--- config.mk ---
export PLATFORM = sky130hd
export DESIGN_NAME = traffic_pe
export DESIGN_NICKNAME = d
export VERILOG_FILES = /design/src/rtl/bft_pkg.sv /design/src/rtl/traffic_check.sv /design/src/rtl/traffic_pe.sv
export SDC_FILE = /design/constraint.sdc
export NUM_CORES = 1
export LEC_CHECK = 0
export CAP_MARGIN = 20
export CORE_AREA = 2 2 146 148
export CTS_CLUSTER_DIAMETER = 150
export DETAILED_ROUTE_END_ITERATION = 8
export DIE_AREA = 0 0 148 150
export PLACE_DENSITY_LB_ADDON = 0.08
export SKIP_CTS_REPAIR_TIMING = 1
export SYNTH_ARGS = -nofsm -noshare
export SYNTH_HDL_FRONTEND = slang
export SYNTH_SLANG_ARGS = --single-unit
--- constraint.sdc ---
create_clock -name clk -period 3.3 [get_ports clk]
set_clock_uncertainty 0.1 [all_clocks]
set_input_delay 0.33 -clock clk [delete_from_list [all_inputs] [get_ports clk]]
set_output_delay 0.33 -clock clk [all_outputs]
set_load 0.01 [all_outputs]
--- src/rtl/bft_pkg.sv ---
// bft_pkg: shared types, LFSR taps and width helpers for the butterfly-fat-tree traffic PEs.
package bft_pkg;

    typedef enum logic [1:0] {
        MODE_COMPLEMENT,
        MODE_RANDOM,
        MODE_BITREV,
        MODE_NEIGHBOUR
    } mode_e;

    typedef enum logic [1:0] {
        ST_IDLE,
        ST_SEND,
        ST_WAIT,
        ST_DONE
    } state_e;

    // Fibonacci taps 16,14,13,11 as bit positions 15,13,12,10 of a left-shifting register
    localparam logic [15:0] LFSR_TAPS = 16'hB400;

    function automatic int calc_addr_w(input int num_leaves);
        return $clog2(num_leaves);
    endfunction

    function automatic int calc_seq_w(input int payload_sz, input int addr_w);
        return payload_sz - addr_w;
    endfunction

endpackage

--- src/rtl/traffic_check.sv ---
// traffic_check: receive-side checker counting wrong-destination or out-of-order packets per source.
module traffic_check #(
    parameter int num_leaves = 8,
    parameter int addr_w = 3,
    parameter int seq_w = 4,
    parameter int p_sz = 11,
    parameter int addr = 0
) (
    input  logic            clk,
    input  logic            reset,
    input  logic [p_sz-1:0] bus_i,
    output logic [15:0]     err_count
);

    logic [seq_w-1:0]  exp_q [num_leaves];
    logic [seq_w-1:0]  exp_d [num_leaves];
    logic [15:0]       err_q;
    logic [15:0]       err_d;
    logic [addr_w-1:0] dst;
    logic [addr_w-1:0] src;
    logic [seq_w-1:0]  seq;
    logic              bad;

    always_comb begin
        dst = bus_i[p_sz-2 -: addr_w];
        src = bus_i[seq_w+addr_w-1 -: addr_w];
        seq = bus_i[seq_w-1:0];
        bad = (dst != addr_w'(addr)) || (seq != exp_q[src]);
        exp_d = exp_q;
        err_d = err_q;
        if (bus_i[p_sz-1]) begin
            // resynchronise on every packet so one gap yields one error, not a cascade
            exp_d[src] = seq + seq_w'(1);
            err_d = (bad && err_q != '1) ? err_q + 16'd1 : err_q;
        end
    end

    always_ff @(posedge clk) begin
        if (reset) begin
            exp_q <= '{default: '0};
            err_q <= '0;
        end else begin
            exp_q <= exp_d;
            err_q <= err_d;
        end
    end

    assign err_count = err_q;

endmodule

--- src/rtl/traffic_pe.sv ---
// traffic_pe: patterned, throttled, budgeted traffic source/sink for one gen_nw leaf.
// Define TRAFFIC_CHECK_EN to build the receive checker and the err_count port.
module traffic_pe
    import bft_pkg::*;
#(
    parameter int          num_leaves = 8,
    parameter int          payload_sz = calc_addr_w(num_leaves) + 4,
    parameter int          p_sz = 1 + calc_addr_w(num_leaves) + payload_sz,
    parameter int          addr = 0,
    parameter int          gap = 0,
    parameter int          max_packets = 0,
    parameter logic [15:0] seed = 16'hACE1
) (
    input  logic            clk,
    input  logic            reset,
    input  logic            enable,
    input  logic [1:0]      mode,
    input  logic            resend,
    output logic [p_sz-1:0] bus_o,
    input  logic [p_sz-1:0] bus_i,
    output logic            done,
    output logic [31:0]     sent_count,
    output logic [31:0]     rcvd_count
`ifdef TRAFFIC_CHECK_EN
    ,
    output logic [15:0]     err_count
`endif
);

    localparam int addr_w = calc_addr_w(num_leaves);
    localparam int seq_w = calc_seq_w(payload_sz, addr_w);
    localparam logic [addr_w-1:0] my_addr = addr_w'(addr);

    state_e            state_q, state_d;
    logic [p_sz-1:0]   bus_q, bus_d;
    logic [31:0]       sent_q, sent_d;
    logic [31:0]       rcvd_q, rcvd_d;
    logic [seq_w-1:0]  seq_q, seq_d;
    logic [15:0]       lfsr_q, lfsr_d;
    logic [31:0]       gap_q, gap_d;
    logic [addr_w-1:0] dest;
    logic [addr_w-1:0] rev;
    logic [addr_w-1:0] rnd;

    always_comb begin
        rev = '0;
        for (int i = 0; i < addr_w; i++) rev[i] = my_addr[addr_w-1-i];
        rnd = lfsr_q[addr_w-1:0];
        case (mode_e'(mode))
            MODE_COMPLEMENT: dest = ~my_addr;
            MODE_RANDOM:     dest = (rnd == my_addr) ? rnd + addr_w'(1) : rnd;
            MODE_BITREV:     dest = rev;
            default:         dest = my_addr + addr_w'(1);
        endcase
    end

    always_comb begin
        state_d = state_q;
        bus_d = bus_q;
        sent_d = sent_q;
        seq_d = seq_q;
        lfsr_d = lfsr_q;
        gap_d = gap_q;
        rcvd_d = (bus_i[p_sz-1] && rcvd_q != '1) ? rcvd_q + 32'd1 : rcvd_q;
        case (state_q)
            ST_IDLE: if (enable) begin
                bus_d = {1'b1, dest, my_addr, seq_q};
                lfsr_d = {lfsr_q[14:0], ^(lfsr_q & LFSR_TAPS)};
                state_d = ST_SEND;
            end
            // resend keeps bus_q untouched, so a retry can never pick up a new mode
            ST_SEND: if (!resend) begin
                bus_d = '0;
                sent_d = (sent_q != '1) ? sent_q + 32'd1 : sent_q;
                seq_d = seq_q + seq_w'(1);
                gap_d = 32'(gap - 1);
                state_d = (max_packets != 0 && sent_d == 32'(max_packets)) ? ST_DONE :
                          (gap > 0) ? ST_WAIT : ST_IDLE;
            end
            ST_WAIT: begin
                gap_d = gap_q - 32'd1;
                state_d = (gap_q == 32'd0) ? ST_IDLE : ST_WAIT;
            end
            default: bus_d = '0;
        endcase
    end

    always_ff @(posedge clk) begin
        if (reset) begin
            state_q <= ST_IDLE;
            bus_q <= '0;
            sent_q <= '0;
            rcvd_q <= '0;
            seq_q <= '0;
            lfsr_q <= seed;
            gap_q <= '0;
        end else begin
            state_q <= state_d;
            bus_q <= bus_d;
            sent_q <= sent_d;
            rcvd_q <= rcvd_d;
            seq_q <= seq_d;
            lfsr_q <= lfsr_d;
            gap_q <= gap_d;
        end
    end

    assign bus_o = bus_q;
    assign done = (state_q == ST_DONE);
    assign sent_count = sent_q;
    assign rcvd_count = rcvd_q;

`ifdef TRAFFIC_CHECK_EN
    traffic_check #(
        .num_leaves(num_leaves),
        .addr_w(addr_w),
        .seq_w(seq_w),
        .p_sz(p_sz),
        .addr(addr)
    ) u_check (
        .clk(clk),
        .reset(reset),
        .bus_i(bus_i),
        .err_count(err_count)
    );
`else
    logic unused_bus_i;
    assign unused_bus_i = ^bus_i[p_sz-2:0];
`endif

endmodule

# Word-level counts from Yosys, hierarchy flattened
# Cells that the tools add are included.
[totals]
inputBits = 17
regBits = 129
output_inout_bits = 76
[op_classes]
reduce_logical = 14
mux = 11
bitwise_logic = 2
add_sub_neg = 5
eq_ne = 9
[op_table]
columns = ["op", "count"]
rows = [
  ["adder 32 x 1 -> 32 bit (second input constant)", 2],
  ["inequality test 32 bit (second input constant)", 2],
  ["one-hot mux 32 bit (2 select lines)", 1],
  ["one-hot mux 11 bit (3 select lines)", 1],
  ["zero test 32 bit", 1],
  ["2-to-1 mux 32 bit", 1],
  ["subtractor 32 x 1 -> 32 bit (second input constant)", 1],
  ["2-to-1 mux 11 bit", 2],
  ["XOR reduction 16 bit", 1],
  ["one-hot mux 3 bit (3 select lines)", 1],
  ["AND reduction 3 bit", 3],
  ["equality test 2 bit (second input constant)", 3],
  ["2-to-1 mux 2 bit", 3],
  ["one-hot mux 2 bit (3 select lines)", 1],
  ["AND reduction 2 bit", 3],
  ["adder 4 x 1 -> 4 bit (second input constant)", 1],
  ["equality test 2 x 1 -> 1 bit (second input constant)", 2],
  ["zero test 2 bit", 2],
  ["inequality test 2 bit (second input constant)", 2],
  ["adder 3 x 1 -> 3 bit (second input constant)", 1],
  ["zero test 3 bit", 1],
  ["2-to-1 mux 3 bit", 1],
  ["nonzero test 3 bit", 1],
  ["inverter 1 bit", 2],
  ["other kinds (2)", 2],
]

# Logic depth before layout (Yosys ltp)
# Gate-level depths: netlist of the first run.
[depth]
word_depth = 5
depth_mapped = 9

# Worst setup path after synthesis of the first run
# Ideal clock, no wire load.
[synth_path]
kind = "register to register"
startpoint = "reg state_q[1]"
endpoint = "reg sent_q[26] (netlist: sent_count[26])"
t_arrival_ns = 2.159
setup_ns = 0.121
n_path_buf = 0
path_stages_with_launch = 8
setup_slack_ns = 0.920
period_less_slack_ns = 2.380
cell_sequence = "dfxtp_1 > inv_1 > ha_1 > nor2b_1 > nand4_1 > nor4_1 > and3_1 > mux2_2"
[synth_between]
elab_chain_cells = 2
[synth_rtl]
columns = ["element", "line", "text"]
rows = [
  ["start: declaration", "traffic_pe.sv:34", "state_e state_q, state_d;"],
  ["start signal: assignment", "traffic_pe.sv:98", "state_q <= state_d;"],
  ["equality test 2 x 1 -> 1 bit", "traffic_pe.sv:65", "case (state_q)"],
  ["AND reduction 3 bit (no line)", "--", ""],
  ["end signal: assignment", "traffic_pe.sv:100", "sent_q <= sent_d;"],
  ["end: declaration", "traffic_pe.sv:36", "logic [31:0] sent_q, sent_d;"],
]
# Every way passes these cells.
# A chain may end at the register's enable or synchronous reset.

# Worst setup path after layout of the first run
[layout_path]
startpoint = "reg state_q[1]"
endpoint = "reg sent_q[11] (netlist: sent_count[11])"
# The elaborated chain is that of the path after synthesis.

==> impl_results.md, run 1 <==
* Status: completed
* Clock transition at path regs at 0.06 ns
* Later-pin clock latency in the skew report at roughly 0.41 ns
* Synth top area share at roughly two fifths
* R2R setup slack at slightly below 0.7 ns
* Hold Crit Depth at 2
* Post-synthesis register bit count at between 100 and 150
* Final net count at about 840
* Final wirelength at between 15 and 20 mm
* Drt pass-1 iters at 5
* Final setup viols at 0
* Vias at 5564
* Gr usage total at ~14%
* Ys async rst share at 0%
* Gate Count Post-Synth at between 700 and 800
* Clk sinks at around 130
* Worst Hold Class: reg -> reg
* Leakage at around 2.6 nW
* CP Cell Sequence: inv_1 -> ha_1 -> nor2b_1 -> buf_4 -> nand4_1 -> a21oi_1 -> buf_4 -> nand4_1 -> mux2_2
* Count leader, synth: dfxtp_1
* Synth top cells by count: dfxtp_1, a21oi_1, nor2_1, nand2_1, xnor2_1
* Pwr Density at between 500 and 600 nW/um2
* Reg2Reg Capture Point: sent_count[11]$_SDFFE_PP0P_
* First-pass GRT wire length at roughly 26 mm
* Setup TNS at 0 ns
* Chip width at 148 um
* Post-DR wirelength/cell at roughly 14 um
* Delay-heaviest family, CP: simple AND/OR/NAND/NOR gates
* Yosys Warn Count at 0
* Clk root buf: clkbuf_16
* Highest clock rate at 384.0 MHz
* Tightest Pin Transition at between 0.8 and 0.9 ns
* Slowest-stage cell, CP: dfxtp_1
* Predominant post-synthesis flop cell: dfxtp_1
* Critical setup path kind: reg -> reg
* Required @ worst endpoint at about 3.5 ns
* Crit share post-route at 78.91%
* Cell Rows at 53
* Hold endpoint: lfsr_q[9]$_SDFFE_PP0P_
* DRT antenna net count at 0
* Worst Setup SP: state_q[1]$_SDFFE_PP0P_
* Antenna cells at 0
* 1st-iter DRT viols at 314
* Crit start category: flop
* Unrepaired setup endpoints after global routing: false
* Die Y at ~150 um
* Crit path time final at 2.604 ns
* EDFF count, synth at 0
* Final hold vios at 0
* Core area at approximately 21000 um2
* Gpl congestion at between 0.8 and 0.9
* Critical R2R Launch: state_q[1]$_SDFFE_PP0P_
* Area of the multi-input gates at 3366 um2
* H-Tree Depth at 4
* CP arrival at between 2 and 3 ns
* Initial antenna violation count at 0
* Initial core utilization at between 20% and 30%
* CP max stage delay at 0.36 ns
* Pre-CTS setup slack at 0.6102 ns
* HP Start: lfsr_q[8]$_SDFFE_PP0P_
* Distinct cells, synth at 54
* CP Capture Type: flop
* Rel. slew slack at roughly 40%
* Vias in the first global route at approximately 5200
* Mean Syn Cell Area at around 8.4 um2
* Fill cell count at ~2100
* Fraction of layout cells with a size suffix above 1 at 9.466%
* Sequential area share after synthesis at 41.16%
* IR drop worst, VDD at approximately 340 uV
* Synth top area cells: dfxtp_1, xnor2_1, a21oi_1, nor2_1, nand2_1
* Worst Path Buf+Inv at 3
* Ports at 93
* DRC errors left at 0
* Total grt overflow at 0
* Worst-path fanout max at 10
* Slew Viols, Final at 0
* Post-route setup slack at 0.6960 ns
* Synth-to-layout area growth at 27.52%
* IO Port Bufs at between 70 and 80
* FF/Latch Area at between 2000 and 3000 um2
* CTS tree: built
* Total die area at ~22000 um2
* Post-Syn Area at 6128 um2
* Max clock buf depth at 2
* Max-cap viol count at 0
* Largest net degree at the start of global routing at 70
* Drt via density at between 5 and 6
* Total CTS buffers at 17
* HPWL after DPL at 11.01 mm
* Top cell type by total area after synthesis: dfxtp_1
* Reg2Reg Depth at 9
==> worst register-to-register path: cells and delay by family, from the launching register on <==
kind / cells / cell delay (ns)
fa+ha+maj: 1 / 0.32
simple gates: 3 / 0.69
compound gates: 1 / 0.24
mux: 1 / 0.29
buf+inv: 3 / 0.50
flops: 1 / 0.36
==> layout make-up <==
cell class,count,area share (%)
flip-flops and latches,126,32.28
multi-input cells,549,43.07
well taps,275,4.403
clock inverters,15,2.081
clock buffers,17,5.443
repair buffers,96,11.72
inverters,21,1.009
==> layout by cell type (no fill, tap or decap), drive strengths merged, types with 5 or more instances in the layout <==
| cell | instances |
|---|---|
| ha | 11 |
| clkinvlp | 6 |
| clkbuf | 17 |
| buf | 18 |
| dfxtp | 126 |
| a21oi | 72 |
| nand3 | 37 |
| xnor2 | 47 |
| nor2b | 9 |
| nor4 | 25 |
| or2 | 8 |
| inv | 25 |
| a211oi | 11 |
| mux2 | 5 |
| a31o | 5 |
| nor3 | 12 |
| nand4 | 25 |
| o21ai | 22 |
| clkdlybuf4s50 | 78 |
| nor2 | 72 |
| xor2 | 9 |
| a311oi | 5 |
| or4 | 6 |
| nand2 | 67 |
| and4 | 16 |
| and3 | 8 |
| mux2i | 6 |
| o211ai | 5 |
| or3 | 21 |
==> through the flow <==
step / std cells / area (um2) / hold WS, ns / util (%) / power (mW)
floorplan: 735 / 6136 / 0.3321 / - / 2.109
global placement: 1067 / 7227 / 0.3433 / 34.93 / 2.230
detailed placement: 1067 / 7227 / 0.3442 / 34.93 / 2.242
CTS: 1099 / 7815 / 0.3460 / 37.77 / 4.124
global route: 1099 / 7815 / 0.3737 / 37.77 / 4.266
finish: 1099 / 7815 / 0.3521 / 37.77 / 4.060
==> report_power, final <==
| group | internal [mW] | switching, mW |
|---|---|---|
| clock network | 1.12 | 0.731 |
| registers | 1.60 | 0.0795 |
| logic | 0.217 | 0.307 |
| total | 2.94 | 1.12 |
==> registers in the layout, indices dropped and copies added (netlist names) <==
signal      cells
state_q         2
seq_q           4
rcvd_count     32
sent_count     32
bus_o           8
lfsr_q         16
gap_q          32
==> kinds of logic after synthesis <==
kind of cell	after synthesis	synth area share, %
AO/OA/AOI/OAI	147	14.80
multiplexers	11	1.899
adder cells (fa/ha/maj)	11	2.246
XOR/XNOR	56	8.003
flip-flops	126	41.16
other	1	0.06119
AND/OR/NAND/NOR	321	27.66
buffers and inverters	60	4.165
==> worst max path at each step <==
stage | end | slack, ns | cells after the start
6_report | sent_count[11]$_SDFFE_PP0P_ | 0.70 | 9
5_1_grt | sent_count[11]$_SDFFE_PP0P_ | 0.46 | 8
3_3_place_gp | sent_count[26]$_SDFFE_PP0P_ | 0.63 | 8
4_1_cts | sent_count[26]$_SDFFE_PP0P_ | 0.61 | 8
2_1_floorplan | sent_count[26]$_SDFFE_PP0P_ | 0.92 | 7
3_5_place_dp | sent_count[26]$_SDFFE_PP0P_ | 0.61 | 8
==> metal layers <==
layer / vias to the layer above / wire length (um) / track usage, %
li1: 2798 / - / -
met1: 2622 / 7797 / 19.54
met2: 124 / 6891 / 22.15
met3: 20 / 791 / 3.659
met4: 0 / 264 / 5.143
met5: - / 0 / 0
(Power assumes the default switching activity.)
==> inputs of run 2 (changes only) <==
==> constraint.sdc (replaced) <==
create_clock -name clk -period 2.6 [get_ports clk]
set_clock_uncertainty 0.1 [all_clocks]
set_input_delay 0.26 -clock clk [delete_from_list [all_inputs] [get_ports clk]]
set_output_delay 0.26 -clock clk [all_outputs]
set_load 0.01 [all_outputs]
==> run 2 against run 1 <==
Compared with the run above: maximum frequency is 6.6% higher; worst setup slack worse by 0.54 ns; sequential power is 27% higher; utilization is 0.73 points higher; critical path depth is 2 lower; hold slack worse by 0.13 ns; global-route usage is 0.54 points higher; cell count is 1.8% higher; clock power is 19% higher; count of clock-buffer cells in the layout is 5 higher; critical endpoint is now rcvd_count[27]$_SDFFE_PP0P_; largest cell class unchanged; highest routed layer unchanged.
==> impl_results.md, run 2 (synthesis results as in run 1) <==
* HP Start: reset
* Final hold vios at 0 (unchanged)
* Final wirelength at 16.29 mm (+3.5%)
* Gpl congestion at 0.8133 (-3.5%)
* CTS tree: built
* Status: completed
* CP arrival at 2.68 ns (-0.12 ns)
* Worst Hold Class: in -> reg
* Final setup viols at 0 (unchanged)
* Gr usage total at 14.94% (+0.54 points)
* R2R setup slack at 0.16 ns (-0.54 ns)
* Largest net degree at the start of global routing at 52 (-26%)
* IO Port Bufs at 79 (unchanged)
* Commonest non-fill, non-tap cell in the layout: dfxtp_1
* Later-pin clock latency in the skew report at 0.41 ns (about the same)
* Unrepaired setup endpoints after global routing: false
* Core area at 20690 um2 (unchanged)
* Die Y at 150 um (unchanged)
* DP Area at 7400 um2 (+2.4%)
* Vias in the first global route at 5335 (+2.1%)
* Total die area at 22200 um2 (unchanged)
* Required @ worst endpoint at 2.84 ns (-0.66 ns)
* Post-DR wirelength/cell at 14.56 um (+1.6%)
* First-pass GRT wire length at 26.91 mm (+3.6%)
* Total grt overflow at 0 (unchanged)
* Vias at 5606 (+0.75%)
* Most frequent cells in the layout: dfxtp_1, clkdlybuf4s50_1, a21oi_1, nor2_1, nand2_1
* Max clock buf depth at 2 (unchanged)
* Crit start category: flop
* DRT antenna net count at 0 (unchanged)
* DRC errors left at 0 (unchanged)
* Leakage at 2.747 nW (+4.3%)
* Reg2Reg Depth at 7 (-2)
* Clk root buf: clkbuf_16
* Clk sinks at 126 (unchanged)
* HPWL after DPL at 11.46 mm (+4.1%)
* Pre-CTS setup slack at -0.03627 ns (-0.6465 ns)
* CP Capture Type: flop
* H-Tree Depth at 4 (unchanged)
* Drt via density at 5.010 (-1.0%)
* Pwr Density at 633.3 nW/um2 (+22%)
* Ports at 93 (unchanged)
* Rel. slew slack at 57.51% (+16 points)
* Crit path time final at 2.443 ns (-0.1606 ns)
* IR drop worst, VDD at 435.8 uV (+27%)
* Highest clock rate at 409.3 MHz (+6.6%)
* Dpl cells at 1090 (+2.2%)
* Critical setup path kind: reg -> reg
* 1st-iter DRT viols at 280 (-11%)
* Non-Filler Instances at 1119 (+1.8%)
* Finished Cell Area at 7965 um2 (+1.9%)
* Worst Setup SP: rcvd_count[0]$_SDFFE_PP0P_
* Final net count at 862 (+2.7%)
* Hold endpoint: rcvd_count[18]$_SDFFE_PP0P_
* Critical R2R Launch: rcvd_count[0]$_SDFFE_PP0P_
* Synth-to-layout area growth at 29.97%
* Initial core utilization at 29.62% (unchanged)
* Tightest Pin Transition at 0.6366 ns (-0.2418 ns)
* Hold Crit Depth at 2 (unchanged)
* Max-cap viol count at 0 (unchanged)
* Fraction of layout cells with a size suffix above 1 at 11.73% (+2.3 points)
* Chip width at 148 um (unchanged)
* Reg2Reg Capture Point: rcvd_count[27]$_SDFFE_PP0P_
* Drt pass-1 iters at 4 (-1)
* Initial antenna violation count at 0 (unchanged)
* Antenna cells at 0 (unchanged)
* Crit share post-route at 93.98% (+15 points)
* Total CTS buffers at 17 (unchanged)
* Worst-path fanout max at 5 (-5)
* Slew Viols, Final at 0 (unchanged)
* Post-route setup slack at 0.1566 ns (-0.5394 ns)
* Clock transition at path regs at 0.06 ns (about the same)
* Cell Rows at 53 (unchanged)
## run 2: cell count changes in the layout (fill, tap and decap cells not counted), moves of 2 or more
cell / change
buf_4: +23
clkinvlp_4: -4
inv_6: -4
clkbuf_8: +3
clkinv_2: +3
clkbuf_1: +2
clkinv_4: -2
## run 2: area by class of cell
| cell class | instances | area, um2 |
|---|---|---|
| clock inverters | 7 | 65.06 |
| fillers | 2122 | 12720 |
| well taps | 275 | 344.1 |
| repair buffers | 119 | 1089 |
| inverters | 21 | 78.83 |
| multi-input cells | 549 | 3392 |
| flip-flops and latches | 126 | 2522 |
| clock buffers | 22 | 474.2 |
## run 2: metal layers
| metal | vias up | share of wire (%) | GRT usage [%] |
|---|---|---|---|
| met5 | - | 0 | 0 |
| met4 | 0 | 1.2 | 5.333 |
| met3 | 13 | 3.5 | 2.988 |
| met2 | 109 | 45 | 23.82 |
| met1 | 2654 | 50 | 20.10 |
| li1 | 2830 | - | - |
## run 2: how the worst max path moves through the flow
stage	depth (start not counted)	slack (ns)	to
6_report	7	0.16	rcvd_count[27]$_SDFFE_PP0P_
5_1_grt	6	0.04	sent_count[26]$_SDFFE_PP0P_
4_1_cts	7	-0.008	rcvd_count[27]$_SDFFE_PP0P_
3_5_place_dp	7	-0.04	sent_count[26]$_SDFFE_PP0P_
3_3_place_gp	7	-0.02	sent_count[26]$_SDFFE_PP0P_
2_1_floorplan	7	0.22	sent_count[26]$_SDFFE_PP0P_
## run 2: power breakdown
part	leakage, nW	switching [mW]	internal (mW)
clock	0.263	0.843	1.37
sequential	1.03	0.0995	2.04
combinational	1.46	0.403	0.295
total	2.75	1.35	3.70
## run 2: stage by stage
stage | util [%] | hold WS [ns] | power, mW | setup TNS (ns)
2_1_floorplan | - | 0.3321 | 2.677 | 0
3_3_place_gp | 35.76 | 0.3397 | 2.855 | -0.01688
3_5_place_dp | 35.76 | 0.3466 | 2.870 | -0.03979
4_1_cts | 38.37 | 0.2113 | 5.110 | -0.008269
5_1_grt | 38.50 | 0.2380 | 5.281 | 0
6_report | 38.50 | 0.2209 | 5.044 | 0
## run 2: critical path, cell delays in order, from the launching register on
cell and delay [ns]:
dfxtp_1 0.35, ha_1 0.23, and4_1 0.21, and4_1 0.25, a2111oi_4 0.39, buf_4 0.18, or4b_2 0.58, o21ai_0 0.09
==> inputs of run 3 (changes only) <==
--- a/config.mk
+++ b/config.mk
@@ -10,7 +10,7 @@
 export CTS_CLUSTER_DIAMETER = 150
 export DETAILED_ROUTE_END_ITERATION = 8
 export DIE_AREA = 0 0 148 150
-export PLACE_DENSITY_LB_ADDON = 0.08
+export PLACE_DENSITY = 0.55
 export SKIP_CTS_REPAIR_TIMING = 1
 export SYNTH_ARGS = -nofsm -noshare
 export SYNTH_HDL_FRONTEND = slang
==> run 3 against run 2 <==
Compared with the run above: global-route usage down 0.67 points; highest routed layer unchanged; routed wire length down 5.0%; largest cell class unchanged; critical path type unchanged; sequential cell count unchanged.
==> impl_results.md, run 3 (synthesis results as in run 1) <==
* Leakage at 2.751 nW (+0.14%)
* Synth-to-layout area growth at 30.54%
* Ports at 93 (unchanged)
* Status: completed
* IO Port Bufs at 79 (unchanged)
* Rel. slew slack at 60.32% (+2.8 points)
* Setup TNS at 0 ns (unchanged)
* Fill cell count at 2164 (+2.0%)
* Cell Rows at 53 (unchanged)
* Initial core utilization at 29.62% (unchanged)
* Vias in the first global route at 5066 (-5.0%)
* Crit path time final at 2.365 ns (-0.07810 ns)
* Clk sinks at 126 (unchanged)
* Commonest non-fill, non-tap cell in the layout: dfxtp_1
* Post-route setup slack at 0.2347 ns (+0.07810 ns)
* Max clock buf depth at 2 (unchanged)
* Worst Setup SP: rcvd_count[0]$_SDFFE_PP0P_
* Final wirelength at 15.47 mm (-5.0%)
* Reg2Reg Capture Point: rcvd_count[27]$_SDFFE_PP0P_
* Die Y at 150 um (unchanged)
* CP Capture Type: flop
* CTS tree: built
* Reg2Reg Depth at 6 (-1)
* Chip width at 148 um (unchanged)
* HPWL after DPL at 10.61 mm (-7.4%)
* Gr usage total at 14.27% (-0.67 points)
* Clock transition at path regs at 0.06 ns (about the same)
* Fraction of layout cells with a size suffix above 1 at 11.07% (-0.66 points)
* H-Tree Depth at 4 (unchanged)
* Required @ worst endpoint at 2.83 ns (about the same)
* Pre-CTS setup slack at 0.05736 ns (+0.09364 ns)
* Clk root buf: clkbuf_16
* HP Start: reset
* Worst Hold Class: in -> reg
* Drt pass-1 iters at 5 (+1)
* Slew Viols, Final at 0 (unchanged)
* Worst Hold Margin at 0.2054 ns (-0.01554 ns)
* Hold Crit Depth at 2 (unchanged)
* Max-cap viol count at 0 (unchanged)
* Final net count at 855 (-0.81%)
* Unrepaired setup endpoints after global routing: false
* Most frequent cells in the layout: dfxtp_1, clkdlybuf4s50_1, a21oi_1, nor2_1, nand2_1
* Pwr Density at 672.5 nW/um2 (+6.2%)
* Critical R2R Launch: rcvd_count[0]$_SDFFE_PP0P_
* Largest net degree at the start of global routing at 78 (+50%)
* DRT antenna net count at 0 (unchanged)
* First-pass GRT wire length at 25.54 mm (-5.1%)
* Tightest Pin Transition at 0.5945 ns (-0.04207 ns)
* DRC errors left at 0 (unchanged)
* Highest clock rate at 422.8 MHz (+3.3%)
* IR drop worst, VDD at 445.0 uV (+2.1%)
* Hold endpoint: sent_count[25]$_SDFFE_PP0P_
* Drt via density at 4.957 (-1.1%)
* Initial antenna violation count at 0 (unchanged)
* 1st-iter DRT viols at 343 (+23%)
* Total CTS buffers at 17 (unchanged)
* Final setup viols at 0 (unchanged)
* Post-DR wirelength/cell at 13.87 um (-4.7%)
* Total die area at 22200 um2 (unchanged)
* Crit share post-route at 90.97% (-3.0 points)
* Total grt overflow at 0 (unchanged)
* CP arrival at 2.60 ns (-0.08 ns)
* Later-pin clock latency in the skew report at 0.42 ns (about the same)
* Crit start category: flop
* Antenna cells at 0 (unchanged)
* Vias at 5527 (-1.4%)
* Worst-path fanout max at 5 (unchanged)
* R2R setup slack at 0.23 ns (+0.08 ns)
* Critical setup path kind: reg -> reg
* Core area at 20690 um2 (unchanged)
* Final hold vios at 0 (unchanged)
* Gpl congestion at 0.7439 (-8.5%)
## run 3: cell count changes in the layout (fill, tap and decap cells not counted), moves of 2 or more
cell,change
clkinv_2,-3
clkinv_4,+2
bufinv_16,+3
buf_4,-8
## run 3: worst max-delay path by stage
stage | cells past startpoint | slack [ns] | end
after global routing | 6 | 0.05 | rcvd_count[27]$_SDFFE_PP0P_
final | 6 | 0.23 | rcvd_count[27]$_SDFFE_PP0P_
after global placement | 7 | 0.07 | sent_count[26]$_SDFFE_PP0P_
after CTS | 7 | 0.04 | sent_count[26]$_SDFFE_PP0P_
after floorplan | 7 | 0.22 | sent_count[26]$_SDFFE_PP0P_
after detailed placement | 7 | 0.06 | sent_count[26]$_SDFFE_PP0P_
## run 3: metal layers
layer	wire, um	track usage, %	vias up
met5	0	0	-
li1	-	-	2832
met4	161	4.905	0
met1	7832	19.38	2601
met2	6959	21.97	85
met3	513	3.689	9
## run 3: area by class of cell
type / instances / area [um2] / area share, %
Multi-Input combinational cell: 549 / 3371 / 42.13
Sequential cell: 126 / 2522 / 31.53
Timing Repair Buffer: 112 / 1049 / 13.11
Clock buffer: 23 / 478.0 / 5.974
Tap cell: 275 / 344.1 / 4.301
Clock inverter: 9 / 157.7 / 1.971
Inverter: 21 / 78.83 / 0.9853
## run 3: through the flow
stage	util [%]	std cells	instance area (um2)	total power [mW]
after floorplan	-	735	6136	2.677
final	38.67	1115	8000	5.380
after global routing	38.67	1115	8000	5.644
after detailed placement	35.57	1083	7360	2.864
after global placement	35.57	1083	7360	2.861
after CTS	38.64	1115	7995	5.448
## run 3: where the power goes
| part | leakage [nW] | total [mW] | internal [mW] | switching [mW] |
|---|---|---|---|---|
| clock network | 0.304 | 2.55 | 1.68 | 0.870 |
| registers | 1.03 | 2.14 | 2.04 | 0.0983 |
| logic | 1.42 | 0.692 | 0.298 | 0.394 |
## run 3: critical path: stages, from the launching register on
cell	delay [ns]
dfxtp_1	0.35
ha_1	0.22
and4_1	0.20
and4_1	0.22
a2111oi_1	0.47
or4b_2	0.62
o21ai_0	0.10
